### src/rtl/universal_shift_register.sv
// universal_shift_register: WIDTH-bit register with load/shift/rotate/clear and multi-step Start/Amt command
// Ports: CLK clock; CLRn async active-low reset; Mode op select; Start/Amt multi-step command;
//        D load data; SinL/SinR serial inputs; Q contents; SoutL/SoutR last bits out; Busy/Done handshake
module universal_shift_register #(
    parameter  int WIDTH = 4,
    localparam int AMT_W = $clog2(WIDTH + 1)
) (
    input  logic             CLK,
    input  logic             CLRn,
    input  logic [2:0]       Mode,
    input  logic             Start,
    input  logic [AMT_W-1:0] Amt,
    input  logic [WIDTH-1:0] D,
    input  logic             SinL,
    input  logic             SinR,
    output logic [WIDTH-1:0] Q,
    output logic             SoutL,
    output logic             SoutR,
    output logic             Busy,
    output logic             Done
);
    typedef enum logic {IDLE, RUN} state_t;
    state_t           r_state;
    logic [2:0]       r_cmd;
    logic [AMT_W-1:0] r_rem;
    logic [WIDTH-1:0] r_q;
    logic             r_soutl, r_soutr, r_busy, r_done;
    logic [2:0]       w_op;
    logic [WIDTH-1:0] w_q;
    logic             w_sl, w_sr, w_shift;
    logic [AMT_W-1:0] w_neff;
    assign Q     = r_q;
    assign SoutL = r_soutl;
    assign SoutR = r_soutr;
    assign Busy  = r_busy;
    assign Done  = r_done;
    always_comb begin
        w_op    = (r_state == RUN) ? r_cmd : Mode;
        w_shift = !(Mode inside {3'b000, 3'b001, 3'b111});
        w_neff  = (Amt > AMT_W'(WIDTH)) ? AMT_W'(WIDTH) : Amt;
        w_q     = r_q;
        w_sl    = r_soutl;
        w_sr    = r_soutr;
        case (w_op)
            3'b001: w_q = D;
            3'b010: begin w_q = {r_q[WIDTH-2:0], SinR};       w_sl = r_q[WIDTH-1]; end
            3'b011: begin w_q = {SinL, r_q[WIDTH-1:1]};       w_sr = r_q[0];       end
            3'b100: begin w_q = {r_q[WIDTH-2:0], r_q[WIDTH-1]}; w_sl = r_q[WIDTH-1]; end
            3'b101: begin w_q = {r_q[0], r_q[WIDTH-1:1]};     w_sr = r_q[0];       end
            3'b110: begin w_q = {r_q[WIDTH-1], r_q[WIDTH-1:1]}; w_sr = r_q[0];     end
            3'b111: w_q = '0;
            default: ;
        endcase
    end
    always_ff @(posedge CLK or negedge CLRn) begin
        if (!CLRn) begin
            r_state <= IDLE;
            r_cmd   <= '0;
            r_rem   <= '0;
            r_q     <= '0;
            r_soutl <= 1'b0;
            r_soutr <= 1'b0;
            r_busy  <= 1'b0;
            r_done  <= 1'b0;
        end else begin
            r_done <= 1'b0;
            if (r_state == RUN) begin
                r_q     <= w_q;
                r_soutl <= w_sl;
                r_soutr <= w_sr;
                r_rem   <= r_rem - AMT_W'(1);
                if (r_rem == AMT_W'(1)) begin
                    r_state <= IDLE;
                    r_busy  <= 1'b0;
                    r_done  <= 1'b1;
                end
            end else if (!Start || !w_shift || w_neff != '0) begin
                // plain op, non-shift Start, or first step of a shift Start
                r_q     <= w_q;
                r_soutl <= w_sl;
                r_soutr <= w_sr;
                if (Start) begin
                    r_cmd <= Mode;
                    if (w_shift && w_neff > AMT_W'(1)) begin
                        r_rem   <= w_neff - AMT_W'(1);
                        r_state <= RUN;
                        r_busy  <= 1'b1;
                    end else begin
                        r_done <= 1'b1;
                    end
                end
            end else begin
                // shift Start with zero steps: Q untouched, completion only
                r_cmd  <= Mode;
                r_done <= 1'b1;
            end
        end
    end
endmodule

### config.mk
export PLATFORM = sky130hd
export DESIGN_NAME = universal_shift_register
export DESIGN_NICKNAME = d
export VERILOG_FILES = /design/src/rtl/universal_shift_register.sv
export SDC_FILE = /design/constraint.sdc
export NUM_CORES = 1
export LEC_CHECK = 0
export ABC_CLOCK_PERIOD_IN_PS = 1790
export CAP_MARGIN = 40
export CORE_MARGIN = 2
export CORE_UTILIZATION = 45
export DETAILED_ROUTE_END_ITERATION = 7
export MAX_ROUTING_LAYER = met4
export PLACE_DENSITY = 0.78
export SETUP_SLACK_MARGIN = 0.1
export SLEW_MARGIN = 40
export SYNTH_ARGS = -nofsm -noshare
export SYNTH_HDL_FRONTEND = slang
export SYNTH_SLANG_ARGS = --single-unit
### constraint.sdc
create_clock -name CLK -period 1.79 [get_ports CLK]
set_clock_uncertainty 0.15 [all_clocks]
set_input_delay 0.358 -clock CLK [delete_from_list [all_inputs] [get_ports CLK]]
set_output_delay 0.358 -clock CLK [all_outputs]
set_load 0.01 [all_outputs]
Yosys cells after proc, flatten, opt, wreduce, memory -nomap -nowiden --
Index checks and enable logic that the tools add are counted.
Word-level totals: register bits after elaboration 15, input bits 15, output and inout port bits 8
Operators by class: add/sub/neg operators 2, $lt $le $gt $ge 2, eq/ne operators 12, mux-type cells 32, bitwise operators 1, reduce and logical (&&, ||, !) cells 16
Operators by type and width (count):
- $pmux 4 s7 | 1
- $mux 3 | 8
- $mux 1 | 21
- $eq 3x3->1 const B | 5
- $eq 3x1->1 const B | 3
- $mux 4 | 2
- $eq 3x2->1 const B | 2
- $reduce_bool 2->1 | 3
- $reduce_bool 3->1 | 2
- $sub 3x1->3 const B | 2
- $reduce_and 4->1 | 1
- $gt 3x1->1 const B | 1
- $gt 3x3->1 const B | 1
- $logic_not 3->1 | 1
- $reduce_and 3->1 | 1
- $reduce_or 3->1 | 1
- $logic_not 1->1 | 2
- $logic_or 1x1->1 | 2
- $ne 2x1->1 const B | 1
- $ne 2x2->1 const B | 1
- $reduce_and 2->1 | 1
- $reduce_or 2->1 | 1
- $logic_and 1x1->1 | 1
- $not 1->1 | 1

Depth between registers and ports, before layout --
Gate-level depths: netlist of run 1.
depth in word-level cells 8, mapped depth 7, depth with buffers taken out 7

Least setup slack after synthesis of run 1 --
Ideal clock, no wire load.
path kind input to register, from in Amt[2], to reg r_soutl, in the netlist SoutL, library setup time 127 ps, arrival 1590 ps, data required time 1513 ps, path slack -77 ps, stages 6, buffers on the path 0, cell sequence nand2b_1 -> ha_1 -> nand2b_1 -> or4b_4 -> nand2_1 -> mux2_1
Between the ends: cells in the longest elaborated chain, start to end 5
RTL lines:
- from (decl) | RTL line 12 | input logic [AMT_W-1:0] Amt,
- $gt 3x3->1 | RTL line 40 | w_neff = (Amt > AMT_W'(WIDTH)) ? AMT_W'(WIDTH) : Amt;
- $mux 3 * | RTL line 40
- $reduce_bool 3->1 * | RTL line 77 | end else if (!Start || !w_shift || w_neff != '0) begin
- $logic_or 1x1->1 * | RTL line 77
- $reduce_bool 2->1 (no line) *
- to (signal assigned) | RTL line 69 | r_soutl <= w_sl;
- to (signal assigned) | RTL line 80 | r_soutl <= w_sl;
- to (decl) | RTL line 27 | logic r_soutl, r_soutr, r_busy, r_done;
Every way passes the cells marked *; elsewhere a longest branch is shown, timed or not. A chain may end at the register's enable or synchronous reset.

Worst setup path in the final report of run 1 --
from in Amt[0], to reg r_soutl, in the netlist SoutL
The elaborated chain is that of the path after synthesis.

==> results of run 1 <==
-- registers in the layout, summed over array words and instances (netlist names) --
name	flops
SoutL	1
SoutR	1
Q	4
Busy	1
r_rem	3
r_cmd	3
Done	1
r_state	1
-- synthesized netlist by cell type (2+ instances only) --
| cell type | n |
|---|---|
| a221oi_1 | 2 |
| a21oi_1 | 9 |
| mux2_2 | 4 |
| xnor2_1 | 5 |
| dfrtp_1 | 15 |
| a31oi_1 | 3 |
| xor2_1 | 3 |
| o21ai_0 | 4 |
| ha_1 | 4 |
| nor2_1 | 9 |
| a22oi_1 | 2 |
| buf_2 | 4 |
| mux2i_1 | 6 |
| nand2_1 | 8 |
| o31ai_1 | 3 |
| nand2b_1 | 7 |
| buf_4 | 2 |
| inv_1 | 6 |
-- how the worst max path moves through the flow --
stage	start	to	slack [ns]	cells after the start
after floorplan	Amt[2]	SoutL	-0.05	6
after global placement	Amt[2]	SoutR	-0.55	8
after detailed placement	Amt[2]	Q[1]	-0.64	9
after CTS	r_state	SoutL	0.003	4
after global routing	r_state	Q[3]	-0.02	7
final	Amt[0]	SoutL	0.01	7
-- layer usage --
| metal | share of wire, % | wire length [um] | global-route usage, % |
|---|---|---|---|
| met1 | 40 | 1240 | 25.8 |
| met2 | 53 | 1670 | 46.1 |
| met3 | 4.5 | 142 | 4.24 |
| met4 | 2.7 | 86 | 14.1 |
| met5 | 0 | 0 | - |
-- repair_timing --
item,4_1_cts,5_1_grt
gates cloned,0,0
gates resized for setup,24,15
endpoints found under the hold margin,0,0
buffers inserted,5,0
hold buffers,0,0
setup endpoints to repair,18,9
pin swaps,5,8
-- area by class of cell --
cell class / instances / area, sq um / share of cell area, %
sequential: 15 / 378 / 22.6
inverter: 7 / 26.3 / 1.57
clock buffer: 3 / 22.5 / 1.35
clock inverter: 1 / 5.00 / 0.299
multi-input combinational: 89 / 736 / 44.0
timing repair buffer: 53 / 470 / 28.1
tap: 28 / 35.0 / 2.09
-- critical path, delay by kind of cell --
kind	cells	cell delay, ns
simple gates	4	0.78
fa+ha+maj	1	0.14
buf+inv	1	0.26
mux	1	0.29
-- cells by family (layout without fill, tap and decap cells) --
kind of cell    count (synthesis)  after routing
buf+inv                        14             64
xor+xnor                        8              8
fa+ha+maj                       4              4
mux                            11             11
compound gates                 33             33
flops                          15             15
simple gates                   33             33
-- power breakdown --
| part | total (mW) | internal (mW) | switching [mW] |
|---|---|---|---|
| clock | 0.221 | 0.0836 | 0.137 |
| sequential | 0.681 | 0.511 | 0.170 |
| combinational | 1.75 | 0.951 | 0.796 |
-- stage by stage --
stage | hold WS (ns) | setup TNS, ns | instances | cell area (sq um)
final | 0.206 | 0 | 196 | 1670
after global routing | 0.246 | -0.0692 | 196 | 1670
after CTS | 0.223 | 0 | 196 | 1630
after detailed placement | 0.347 | -5.50 | 187 | 1530
after global placement | 0.343 | -4.78 | 187 | 1530
after floorplan | -0.0876 | -0.0517 | 118 | 1120
==> summary.txt, run 1 <==
Run status
  • Status: complete, no violations

Synthesis
  • Top post-synthesis cells by area: dfrtp_1 (34%), mux2i_1 (5.5%), ha_1 (4.6%)
  • Post-synthesis register bit count: 15
  • Synth async-reset ratio: 100%
  • Post-synthesis mux area share: 10.7%
  • Syn_area_per_cell: 9.24 sq um
  • Cell taking the most area after synthesis: dfrtp_1
  • Synth warn: 0
  • Compound-gate portion of the synthesized area: 20.8%
  • Sequential share of the synthesized area: 34.4%
  • Post-synthesis cell count: 118
  • Prevailing post-synth register cell: dfrtp_1
  • EDFF count, synth: 0
  • Post-Synth Adder-Cell Area: 4.59%
  • Post-Synthesis Cell Area: 1090 sq um
  • Top cell type's share of synthesized area: 34.4%
  • Synth Area in Simple Gates: 16.4%
  • Largest family of logic cells by synthesized area: compound AO/OA/AOI/OAI gates
  • Count of cell types in the netlist: 40
  • XOR/XNOR Fraction of Synth Area: 6.43%
  • Synthesized Nets: 137

Timing
  • Crit share post-route: 99.2%
  • Min Tclk post-route: 1.78 ns
  • Worst Max-Slew Pin Slew: 0.300 ns
  • Post-route worst setup slack: 0.0138 ns
  • Fmax achieved: 563 MHz
  • Final setup vio count: 0
  • Final hold viol count: 0
  • Relative slew slack: 80.0%
  • Unrepaired setup endpoints after global routing: true
  • Max-slew violation count: 0

Critical path
  • Slowest cell delay on critical path: 0.54 ns
  • Flop2flop setup slack: 0.02 ns
  • RR Startpoint: r_state
  • WS Path Type: input port to flip-flop
  • Critical Path Start Type: input port
  • CP arrival: 1.83 ns
  • FF-to-FF path depth: 4
  • CP Cell Sequence: dlygate4sd2_1, nand2b_4, ha_4, nand2b_4, or4b_4, nand2_2, mux2_4
  • Reg2reg end: SoutL
  • Worst Path Max Fanout: 2
  • Slowest cell on crit path: or4b_4
  • Setup crit end kind: flip-flop
  • CP required: 1.84 ns
  • Most used cell, CP: nand2b_4

Place
  • Pre-CTS setup slack: -0.636 ns
  • Post-DP HPWL: 2.14 mm
  • Port bufs: 22
  • GPL Wtd Cong: 0.881

Die
  • Top Ports: 23
  • Die area: 2830 sq um
  • Die width: 53.2 um
  • Core area: 2250 sq um
  • Die Ht: 53.2 um
  • Starting Density: 48.3%
  • Core Rows: 17

Clock network
  • CTS Buf Count: 3
  • H-tree levels: 1
  • Clock Path Buffers: 2
  • Clock transition at path regs: 0.11 ns
  • # clock sinks: 15
  • Clock Latency Late Sink: 0.31 ns
  • CTS root buffer: clkbuf_4
  • CTS tree: done

Cells and area
  • Ratio of cells with drive above 1 in the final layout: 35.1%
  • Diodes inserted: 0
  • Area Growth Syn to Fin: 53.5%
  • Most common cell after layout, fill and taps aside: buf_4
  • Most frequent cells in the layout: buf_4 (26), dfrtp_1 (13), dlygate4sd2_1 (9)
  • Final core utilization: 74.2%
  • FILL cells: 184
  • Final #Nets: 188

Drt
  • First drt pass iteration count: 4
  • Detailed-route vias per instance: 5.62
  • Wire per inst: 16.0 um
  • Post-route ant nets: 0
  • Vias post-DR: 1102
  • Post-Route WL: 3.14 mm
  • Starting DRT DRC Count: 17
  • Drt drc: 0

Worst hold path
  • Hold crit path type: input port to asynchronous set/reset pin

Pwr
  • Power Dens Cells: 1580 nW/um^2
  • Peak supply drop: 0.904 mV
  • Total power draw: 2.65 mW
  • Leak: 0.797 nW

GRT
  • Antenna violations before repair: 0
  • Total gr overflow: 0
  • Total track usage: 25.5%
  • Largest net degree at the start of global routing: 16
  • First-pass GRT wire length: 4.94 mm
  • Vias in the first global route: 1138

Job
  • Max Cap Violations: 0
Note: power is estimated with default switching activity, not from simulation.
==> inputs of run 2 (changes only) <==
--- a/config.mk
+++ b/config.mk
@@ -7,8 +7,10 @@
 export LEC_CHECK = 0
 export ABC_CLOCK_PERIOD_IN_PS = 1790
 export CAP_MARGIN = 40
+export CELL_PAD_IN_SITES_DETAIL_PLACEMENT = 0
+export CELL_PAD_IN_SITES_GLOBAL_PLACEMENT = 1
 export CORE_MARGIN = 2
-export CORE_UTILIZATION = 45
+export CORE_UTILIZATION = 34
 export DETAILED_ROUTE_END_ITERATION = 7
 export MAX_ROUTING_LAYER = met4
 export PLACE_DENSITY = 0.78
==> summary.txt, run 2 (synthesis results as in run 1) <==
Run status
  • Status: complete, no violations

GRT
  • First-pass GRT wire length: 4.80 mm
  • Vias in the first global route: 1099
  • Largest net degree at the start of global routing: 16
  • Antenna violations before repair: 0
  • Total gr overflow: 0
  • Total track usage: 18.0%

Timing
  • Fmax achieved: 574 MHz
  • Worst Max-Slew Pin Slew: 0.231 ns
  • Setup TNS: 0 ns
  • Max-slew violation count: 0
  • Relative slew slack: 84.5%
  • Min Tclk post-route: 1.74 ns
  • Crit share post-route: 97.3%
  • Final hold viol count: 0
  • Final setup vio count: 0
  • Final Hold Slack: 0.241 ns
  • Unrepaired setup endpoints after global routing: true

Pwr
  • Peak supply drop: 0.643 mV
  • Power Dens Cells: 1530 nW/um^2
  • Leak: 0.812 nW
  • Total power draw: 2.62 mW

Die
  • Die Ht: 60.6 um
  • Core area: 3050 sq um
  • Die width: 60.6 um
  • Starting Density: 35.7%
  • Core Rows: 20
  • Top Ports: 23
  • Die area: 3670 sq um

Cells and area
  • Most common cell after layout, fill and taps aside: buf_4
  • Area Growth Syn to Fin: 56.9%
  • Final #Nets: 191
  • Ratio of cells with drive above 1 in the final layout: 38.0%
  • FILL cells: 307
  • Most frequent cells in the layout: buf_4 (31), dfrtp_1 (11), dlygate4sd2_1 (11)
  • Max FFs per register: 4
  • Diodes inserted: 0

Critical path
  • CP arrival: 1.77 ns
  • Critical Path Start Type: flip-flop
  • CP required: 1.82 ns
  • Top delay family on crit path: simple AND/OR/NAND/NOR gates
  • Slowest cell on crit path: or4b_4
  • WP buf/inv: 0
  • WS Path Type: flip-flop to flip-flop
  • Setup crit end kind: flip-flop
  • Worst Path Max Fanout: 4
  • Slowest cell delay on critical path: 0.50 ns
  • CP Cell Sequence: nand2b_4, or4b_4, nand2_2, mux2_4

Clock network
  • Clock transition at path regs: 0.10 ns
  • CTS tree: done
  • CTS Buf Count: 3
  • Clock Latency Late Sink: 0.29 ns
  • H-tree levels: 1
  • CTS Hold Buffers Added: 0
  • Clock Path Buffers: 2
  • # clock sinks: 15
  • CTS root buffer: clkbuf_4

Drt
  • Detailed-route vias per instance: 4.90
  • Drt drc: 0
  • Post-route ant nets: 0
  • Wire per inst: 13.1 um
  • Post-Route WL: 2.81 mm
  • Vias post-DR: 1053
  • Starting DRT DRC Count: 57
  • First drt pass iteration count: 4

Place
  • Port bufs: 22
  • GPL Wtd Cong: 0.811
  • Post-DP HPWL: 2.14 mm

Job
  • Max Cap Violations: 0

Worst hold path
  • Hold crit path type: input port to asynchronous set/reset pin
==> run 2: changes by cell type in the layout (fill, tap and decap cells not counted), moves of 2 or more <==
cell,before,now
dlygate4sd2_1,9,11
a221oi_2,0,2
a221oi_1,2,0
dfrtp_1,13,11
dfrtp_2,2,4
clkdlybuf4s15_1,4,1
buf_4,26,31
==> run 2: worst paths after layout <==
check                          from        to  slack [ns]  depth (start not counted)
max                         r_state     SoutL        0.05                          4
min                            CLRn      Q[1]        0.24                          2
max reg2reg                 r_state     SoutL        0.05                          4
min reg2reg                r_rem[0]  r_rem[0]        0.37                          1
max in group asynchronous      CLRn   r_state        1.05                          2
min in group CLK           r_rem[0]  r_rem[0]        0.37                          1
==> run 2: metal layers <==
layer / vias to the layer above / share of wire [%] / GRT usage, %
li1: 529 / - / -
met1: 503 / 40 / 19.7
met2: 19 / 56 / 34.1
met3: 2 / 3.2 / 1.92
met4: 0 / 0.32 / 4.66
met5: - / 0 / -
==> run 2: per-stage QoR <==
step / instances / setup WS (ns) / cell area, sq um / util [%]
after floorplan: 118 / -0.0517 / 1120 / -
after detailed placement: 206 / -0.649 / 1580 / 51.8
after CTS: 215 / 0.0481 / 1690 / 55.4
after global placement: 206 / -0.582 / 1580 / 51.8
after global routing: 215 / 0.00252 / 1710 / 56.0
final: 215 / 0.0483 / 1710 / 56.0
==> run 2: cell type report <==
cell class	count	area (sq um)	area share (%)
inverters	7	26.3	1.54
clock inverters	1	5.00	0.293
repair buffers	56	474	27.7
well taps	44	55.1	3.22
clock buffers	3	22.5	1.32
multi-input cells	89	747	43.7
flip-flops and latches	15	380	22.2
==> run 2: worst register-to-register path: stages, from the launching register on <==
cell	delay (ns)
dfrtp_2	0.46
nand2b_4	0.15
or4b_4	0.50
nand2_2	0.09
mux2_4	0.29
==> run 2: timing repair <==
action                                  4_1_cts  5_1_grt
endpoints found under the setup margin       18        7
gates resized for setup                      31        7
pin swaps                                     6        4
buffers inserted                              5        0
==> run 2: power breakdown <==
group          switching, mW  leakage [nW]  internal [mW]
combinational          0.773         0.616          0.964
sequential             0.160         0.179          0.515
clock                  0.122        0.0177         0.0829
total                   1.06         0.812           1.56
==> inputs of run 3 (changes only) <==
--- a/config.mk
+++ b/config.mk
@@ -6,7 +6,6 @@
 export NUM_CORES = 1
 export LEC_CHECK = 0
 export ABC_CLOCK_PERIOD_IN_PS = 1790
-export CAP_MARGIN = 40
 export CELL_PAD_IN_SITES_DETAIL_PLACEMENT = 0
 export CELL_PAD_IN_SITES_GLOBAL_PLACEMENT = 1
 export CORE_MARGIN = 2
==> results of run 3 <==
Same layout as run 2: the final DEF is identical, and so are final timing and power.
==> patch 1: new RTL, settings of run 3 <==
Change the parameter `WIDTH` from 4 to 8.
--- a/src/rtl/universal_shift_register.sv
+++ b/src/rtl/universal_shift_register.sv
@@ -2,7 +2,7 @@
 // Ports: CLK clock; CLRn async active-low reset; Mode op select; Start/Amt multi-step command;
 //        D load data; SinL/SinR serial inputs; Q contents; SoutL/SoutR last bits out; Busy/Done handshake
 module universal_shift_register #(
-    parameter  int WIDTH = 4,
+    parameter  int WIDTH = 8,
     localparam int AMT_W = $clog2(WIDTH + 1)
 ) (
     input  logic             CLK,
Interface: changed (resized Amt, D and Q); port bits go from 23 to 32. No check against the original RTL was run, so the function may have changed too.
==> patch 1 against run 3 <==
  * The run now ends with setup timing left
  * Sequential cell count increased by 5
  * Power up 67%
  * First-iteration DRC count shrank 33%
  * Hold slack better by 0.042 ns
  * Worst setup slack got worse by 0.11 ns
  * Global-route usage is 1.4 points higher
  * Count of clock-buffer cells in the layout is the same
  * Sequential share of layout area is 1.0 points lower
  * Routed wire length rose by 55%
  * Die area rose by 24%
  * Area after synthesis is 26% higher
  * Cell area increased by 39%
  * Utilization rose by 4.4 points
  * Critical path type unchanged
==> patch 1: results (changes against run 3) <==
[outcome]
status = finished, violations left
violations = setup timing

[drt]
drt-met1-wl_mm = 1.682  ; +48%
drt-pass1-iter-count = 6  ; +2
wl_met2_mm = 2.355  ; +50%
viasPerCell = 5.327  ; +8.8%
drtIter0Drc = 38  ; -33%
routed_wl_mm = 4.363  ; +55%
dr_wl_met3_microns = 179  ; +99%

[clock_tree]
cts_buffers = 3  ; unchanged
clock_latency_ns = 0.27  ; -0.02 ns
cts_buffer_depth = 2  ; unchanged
cts-root-buf = clkbuf_8
cts.htree.levels = 1  ; unchanged
clk_pin_slew_ns = 0.08  ; -0.02 ns

[synth]
yosysUniqueCellTypes = 45  ; +13%
yosysSeqAreaShare = 0.3650  ; +0.02053
synth.area.top_cells = dfrtp_1 (36%), nand2_1 (3.8%), nor2_1 (3.8%)
synthCells = 141  ; +19%
netlist_top_cells_count = dfrtp_1 (20), nand2_1 (14), nor2_1 (14), a21oi_1 (6), a221oi_1 (6)
syn_nets = 165  ; +20%

[timing]
tns_ns = -0.1226  ; -0.1226 ns
fin_ws_ns = -0.05981  ; -0.1081 ns
slew_headroom = 0.7819  ; -0.06295
setup_viol = 4  ; +4

[final_layout]
layout-drive-gt1-share = 0.4554  ; +0.07528
largest_register_ff_count = 8  ; +4

[grt]
grt_util_met2 = 0.3640  ; +0.02296
grtUsageMet1 = 0.2027  ; +0.005852
grt_max_degree = 21  ; +5
grt_pass1_wl_mm = 6.382  ; +33%
track_usage = 0.1935  ; +0.01383
first_global_vias = 1418  ; +29%
grt.met3_usage = 0.01667  ; -0.002523

[power_and_ir_drop]
power_frac_seq = 0.218  ; -0.040
power.leakage_nw = 1.043  ; +28%
p_int_w = 0.002567  ; +64%
ir_worst_vdd_v = 0.0007097  ; +10%
p_clk_w = 0.000470  ; +130%

[setup_path]
cp_max_fo = 7  ; +3
path_delay_family = multiplexers
crit_arrival_ns = 1.91  ; +0.14 ns
max_stage_delay_ns = 0.52  ; +0.02 ns
crit_path_top_delay_cell = dfrtp_2

[place]
portBuffers = 31  ; +41%
preCtsSetupSlack_ns = -0.4825  ; +0.1665 ns
place_area_sq_um = 1863  ; +18%
post-dp-hpwl_mm = 2.647  ; +24%

-- patch 1: cell types whose count changed after synthesis, moves of 4 or more --
cell	before	now
a221oi_1	2	6
dfrtp_1	15	20
nand2_1	8	14
nand2b_1	7	2
nor2_1	9	14
nor3_1	1	5
o21ai_1	0	5
o31ai_2	0	4
-- patch 1: what timing repair did --
item / 4_1_cts / 5_1_grt
buffers inserted: 9 / 10
setup endpoints to repair: 26 / 20
gates cloned: 1 / 1
pin swaps: 8 / 13
gates resized for setup: 37 / 39
-- patch 1: worst paths after layout --
path                            startpoint       to  slack (ns)  depth (start not counted)
max in group asynchronous             CLRn  r_state        0.97                          2
worst min-delay path                  CLRn     Q[4]        0.28                          2
min in group CLK                     SoutL    SoutL        0.35                          1
worst max register to register     r_state     Q[7]       -0.06                          5
worst max-delay path               r_state     Q[7]       -0.06                          5
worst min register to register       SoutL    SoutL        0.35                          1
-- patch 1: worst reg2reg max path, stage by stage, from the launching register on --
cell      delay, ns
dfrtp_2        0.52
mux2i_4        0.36
and2_4         0.27
nor3_2         0.05
a211oi_1       0.24
mux2_4         0.20
-- patch 1: kinds of logic (layout without fill, tap and decap cells) --
| logic type | Yosys count | count (layout) | synth area share |
|---|---|---|---|
| mux | 12 | 12 | 0.1104 |
| flops | 20 | 20 | 0.3650 |
| simple gates | 55 | 56 | 0.2190 |
| fa+ha+maj | 4 | 4 | 0.03650 |
| compound gates | 35 | 36 | 0.1880 |
| xor+xnor | 7 | 7 | 0.04471 |
| buf+inv | 8 | 78 | 0.03649 |
-- patch 1: cell type report --
cell class	instances	area, sq um
Multi-Input combinational cell	115	1090
Clock buffer	3	41.29
Tap cell	50	62.56
Timing Repair Buffer	70	629.4
Fill cell	316	1562
Inverter	4	22.52
Clock inverter	1	30.03
Sequential cell	20	505.5
